<file path="src/rtl/arb_pkg.sv">
// Shared types and helpers for the round-robin hold arbiter.
// Holds the FSM state enum and the index-width helper.
package arb_pkg;

    typedef enum logic {
        ARB_IDLE,
        ARB_OWNED
    } arb_state_t;

    // A one-requester-wide index would otherwise get a zero-width bus
    function automatic int idx_width(input int n);
        return (n <= 2) ? 1 : $clog2(n);
    endfunction

endpackage

</file>
<file path="src/rtl/rr_pick.sv">
// Combinational rotating-priority picker.
// Returns the first set request at or after ptr, wrapping modulo N.
module rr_pick
    import arb_pkg::*;
#(
    parameter int N = 4,
    localparam int IW = idx_width(N)
) (
    input  logic [N-1:0]  req,
    input  logic [IW-1:0] ptr,
    output logic          valid,
    output logic [IW-1:0] idx
);

    int k;

    // Scan from the farthest offset down so the nearest hit wins last
    always_comb begin
        valid = 1'b0;
        idx   = '0;
        k     = 0;
        for (int i = N - 1; i >= 0; i--) begin
            k = int'(ptr) + i;
            if (k >= N) begin
                k = k - N;
            end
            if (req[k]) begin
                valid = 1'b1;
                idx   = IW'(k);
            end
        end
    end

endmodule

</file>
<file path="src/rtl/rr_hold_arb.sv">
// N-way round-robin arbiter with grant hold, explicit release and hold limit.
// All outputs come straight from flops.
module rr_hold_arb
    import arb_pkg::*;
#(
    parameter int N        = 4,
    parameter int MAX_HOLD = 16,
    localparam int IW      = idx_width(N)
) (
    input  logic          clk,
    input  logic          rst,
    input  logic [N-1:0]  req,
    input  logic [N-1:0]  done,
    output logic [N-1:0]  gnt,
    output logic [IW-1:0] gnt_id,
    output logic          busy,
    output logic          timeout
);

    localparam logic [7:0] HOLD_LIM = 8'(MAX_HOLD);
    localparam logic [7:0] HOLD_SAT = (MAX_HOLD == 0) ? 8'hFF : 8'(MAX_HOLD);

    arb_state_t    state, state_n;
    logic [IW-1:0] ptr, ptr_n;
    logic [7:0]    hcnt, hcnt_n;
    logic [N-1:0]  gnt_n;
    logic [IW-1:0] gnt_id_n;
    logic          busy_n, timeout_n;
    logic          user_rel, limit_rel;
    logic          pick_valid;
    logic [IW-1:0] pick_idx;

    rr_pick #(.N(N)) u_pick (
        .req   (req),
        .ptr   (ptr),
        .valid (pick_valid),
        .idx   (pick_idx)
    );

    always_ff @(posedge clk or posedge rst) begin
        if (rst) begin
            state   <= ARB_IDLE;
            ptr     <= '0;
            hcnt    <= '0;
            gnt     <= '0;
            gnt_id  <= '0;
            busy    <= 1'b0;
            timeout <= 1'b0;
        end else begin
            state   <= state_n;
            ptr     <= ptr_n;
            hcnt    <= hcnt_n;
            gnt     <= gnt_n;
            gnt_id  <= gnt_id_n;
            busy    <= busy_n;
            timeout <= timeout_n;
        end
    end

    // Owner-initiated release outranks the hold limit, so it also masks timeout
    always_comb begin
        state_n   = state;
        ptr_n     = ptr;
        hcnt_n    = hcnt;
        gnt_n     = gnt;
        gnt_id_n  = gnt_id;
        busy_n    = busy;
        timeout_n = 1'b0;
        user_rel  = done[gnt_id] | ~req[gnt_id];
        limit_rel = (MAX_HOLD != 0) && (hcnt == HOLD_LIM);

        case (state)
            ARB_IDLE: begin
                if (pick_valid) begin
                    state_n  = ARB_OWNED;
                    gnt_n    = N'(1) << pick_idx;
                    gnt_id_n = pick_idx;
                    busy_n   = 1'b1;
                    hcnt_n   = 8'd1;
                end
            end
            ARB_OWNED: begin
                if (user_rel || limit_rel) begin
                    state_n   = ARB_IDLE;
                    gnt_n     = '0;
                    gnt_id_n  = '0;
                    busy_n    = 1'b0;
                    hcnt_n    = '0;
                    ptr_n     = (gnt_id == IW'(N - 1)) ? '0 : gnt_id + IW'(1);
                    timeout_n = ~user_rel;
                end else if (hcnt != HOLD_SAT) begin
                    hcnt_n = hcnt + 8'd1;
                end
            end
            default: begin
                state_n = ARB_IDLE;
            end
        endcase
    end

endmodule

</file>
<file path="config.mk">
export PLATFORM = sky130hd
export DESIGN_NAME = rr_hold_arb
export DESIGN_NICKNAME = d
export VERILOG_FILES = /design/src/rtl/arb_pkg.sv /design/src/rtl/rr_pick.sv /design/src/rtl/rr_hold_arb.sv
export SDC_FILE = /design/constraint.sdc
export NUM_CORES = 1
export LEC_CHECK = 0
export CAP_MARGIN = 10
export CORE_MARGIN = 2
export CORE_UTILIZATION = 46
export DETAILED_ROUTE_END_ITERATION = 8
export PLACE_DENSITY = 0.71
export SLEW_MARGIN = 5
export SYNTH_ARGS = -nofsm -noshare
export SYNTH_HDL_FRONTEND = slang
export SYNTH_HIERARCHICAL = 1
export SYNTH_SLANG_ARGS = --single-unit
export TNS_END_PERCENT = 5
</file>
<file path="constraint.sdc">
create_clock -name clk -period 2.52 [get_ports clk]
set_clock_uncertainty 0.1 [all_clocks]
set_input_delay 0.63 -clock clk [delete_from_list [all_inputs] [get_ports clk]]
set_output_delay 0.63 -clock clk [all_outputs]
set_load 0.02 [all_outputs]
</file>
==> key figures <==
Run status
  • Outcome: complete, no violations

Floorplan
  • Core ar.: 2210 um^2
  • Site row count: 17
  • I/O pin cnt: 18
  • Starting Density: between 40% and 50%
  • DIE HEIGHT: approximately 52 um
  • Die ar.: 2750 um^2
  • Die Span X: 52.5 um

Timing
  • Slew of the pin with the lowest slew margin: 0.514 ns
  • Setup TNS: 0 ns
  • Final setup vio count: 0
  • Post-layout min period: 2.19 ns
  • FMAX: roughly 0.46 GHz
  • Relative slew margins: 65.6%
  • Final hold vios: 0
  • Crit share post-route: 86.8%
  • Count of final max-slew check failures: 0
  • RSZ-0062 raised after global routing: false

Critical path
  • CP Data Required Time: approximately 2.6 ns
  • Crit start category: primary input
  • Critical path class: in -> reg
  • Crit path DAT: 2.28 ns
  • Reg2reg setup slack: 0.48 ns
  • CP Capture Type: register
  • Worst Path Max Fanout: 6

Finish
  • Layout cells sized above 1: around 14%
  • Footprint of the multi-input gates: between 500 and 600 um^2
  • FF+latch area: 475 um^2
  • Final instance area: 1370 um^2
  • Area Growth Syn to Fin: 26.6%
  • Commonest non-fill, non-tap cell in the layout: dfrtp_1
  • Fill cells: 196
  • Nets: 145
  • Ant diodes: 0
  • Most frequent cells in the layout: dfrtp_1, clkdlybuf4s50_1, nand2_1
  • Post-Layout Cell Count: 159

Yosys
  • Async SR Flop Fraction: 100%
  • Synth Instances: 104
  • Post-synth EDFFs: 0
  • Synth Flop Type: dfrtp_1
  • Register bit total from synthesis: 19
  • Warnings from Yosys: 6
  • Post-Syn Area: 1080 um^2
  • Syn avg cell area: 10.4 um^2
  • Register area share after synthesis: 44.0%
  • Yosys cell types: 38
  • Syn_nets: 117

Power and ir drop
  • Cell Pwr Density: roughly 880 nW/um^2
  • P_sw: between 400 and 500 uW
  • Combinational power share: 45.6%
  • Sw frac: between 30% and 40%
  • Internal power: 736 uW
  • Maximum vdd drop: between 0.5 and 0.6 mV
  • Sequential share of power: between 40% and 50%
  • Static leakage: 0.000600 uW
  • Part of the power in the clock network: 12.7%

CTS
  • Worst skew pair latency: 0.29 ns
  • Post-CTS sizing: 0
  • Hold Buf Count CTS: 0
  • Clk root buf: clkbuf_4
  • TritonCTS buffer count: 3
  • Clock slew at reported path FFs: 0.10 ns
  • CTS tree: yes
  • Clock sink count: 19
  • CTS max path bufs: 2
  • H-tree Lvls: 1
  • # Post-CTS Setup Buffers: 0

Global route
  • Vias in the first global route: roughly 840
  • Total gr overflow: 0
  • Total Routing Usage GR: 18.6%
  • First-pass GRT wire length: approximately 3.7 mm
  • Antenna violations before repair: 0
  • Largest net degree at the start of global routing: 20

Detailed routing
  • Via/cell ratio: 5.75
  • Residual DRC: 0
  • Vias: around 920
  • Antenna viol nets, final: 0
  • Drt first pass iters: 4
  • Post-DR wirelength/cell: 14.1 um
  • Initial DRC count: 38
  • DRT Wirelength: about 2.2 mm

Place
  • # port buffers: 17
  • RePlAce Congestion: 0.796
  • Area after DPL: 1340 um^2
  • Dpl cells: ~160
  • DP HPWL: between 1.5 and 2 mm

Min path
  • Hold Path Class: reg -> reg

Job
  • Max_cap viols: 0
sequential cells by signal, summed over array words and instances, names as in the netlist:
signal / cells
busy: 1
gnt: 4
gnt_id: 2
hcnt: 8
ptr: 2
state: 1
timeout: 1
metal layers:
metal	up-vias	GRT usage, %	part of all wire [%]
met1	452	25.1	46
met4	0	7.69	0.31
met3	2	3.71	3.6
met5	-	0	0
li1	441	-	-
met2	20	29.0	50
cell usage after synthesis, types with 2 or more instances:
| cell | instances | area share, % |
|---|---|---|
| nand3_1 | 3 | 1.4 |
| nor2_1 | 9 | 3.1 |
| mux2i_1 | 2 | 1.9 |
| o2bb2ai_1 | 2 | 1.6 |
| or3_1 | 2 | 1.2 |
| mux2_4 | 2 | 2.8 |
| o32ai_1 | 2 | 1.6 |
| a21o_1 | 3 | 2.1 |
| nand2b_1 | 7 | 4.1 |
| nor3_1 | 5 | 2.3 |
| nor2b_1 | 2 | 1.2 |
| nand2_1 | 10 | 3.5 |
| o21ai_0 | 3 | 1.4 |
| o21ai_1 | 2 | 0.93 |
| a211oi_1 | 2 | 1.4 |
| a22o_1 | 3 | 2.4 |
| inv_1 | 4 | 1.4 |
| dfrtp_1 | 19 | 44 |
| ha_1 | 3 | 3.5 |
cell type report:
cell class,count,share of cell area [%]
inverters,4,1.10
repair buffers,25,17.7
multi-input cells,79,42.0
flip-flops and latches,19,34.7
clock buffers,4,1.92
well taps,28,2.56
cell families (layout without fill, tap and decap cells):
kind of cell               Yosys count  in the layout  share of synthesized area, %
AOI/OAI and AO/OA                   25             25                          20.4
xor gates and xnor gates             2              2                          1.62
adders and majority gates            3              3                          3.47
buffers and inverters                6             33                          2.89
DFF                                 19             19                          44.0
muxes                                5              5                          6.71
and+or+nand+nor                     44             44                          20.9
worst max-delay path: stages:
cell             delay [ns]
clkdlybuf4s50_1        0.48
nand2b_1               0.07
mux4_2                 0.53
o21a_4                 0.27
mux2_4                 0.29
power by group through the flow:
stage          clock network [uW]  registers (uW)  logic [uW]
3_5_place_dp                    0             503         551
6_report                      153             500         546
4_1_cts                       159             498         553
5_1_grt                       174             514         594
2_1_floorplan                   0             511         342
3_3_place_gp                    0             496         543
worst paths after layout:
| check | start | end | cells after the start |
|---|---|---|---|
| worst max-delay path | req[3] | ptr[0] | 5 |
| worst min register to register | gnt[0] | gnt[0] | 1 |
| worst max register to register | hcnt[0] | hcnt[4] | 6 |
| worst min-delay path | gnt[0] | gnt[0] | 1 |
| min in group asynchronous | rst | timeout | 3 |
| max in group asynchronous | rst | gnt[3] | 3 |
per-stage QoR:
step / total power [uW] / worst slack, ns / utilization [%] / hold slack [ns]
after floorplan: 853 / 0.422 / - / 0.409
after global placement: 1040 / 0.0546 / 60.7 / 0.367
after detailed placement: 1050 / 0.0160 / 60.7 / 0.381
after CTS: 1210 / 0.336 / 61.9 / 0.416
after global routing: 1280 / 0.285 / 61.9 / 0.448
final: 1200 / 0.332 / 61.9 / 0.402
(Power assumes the default switching activity.)
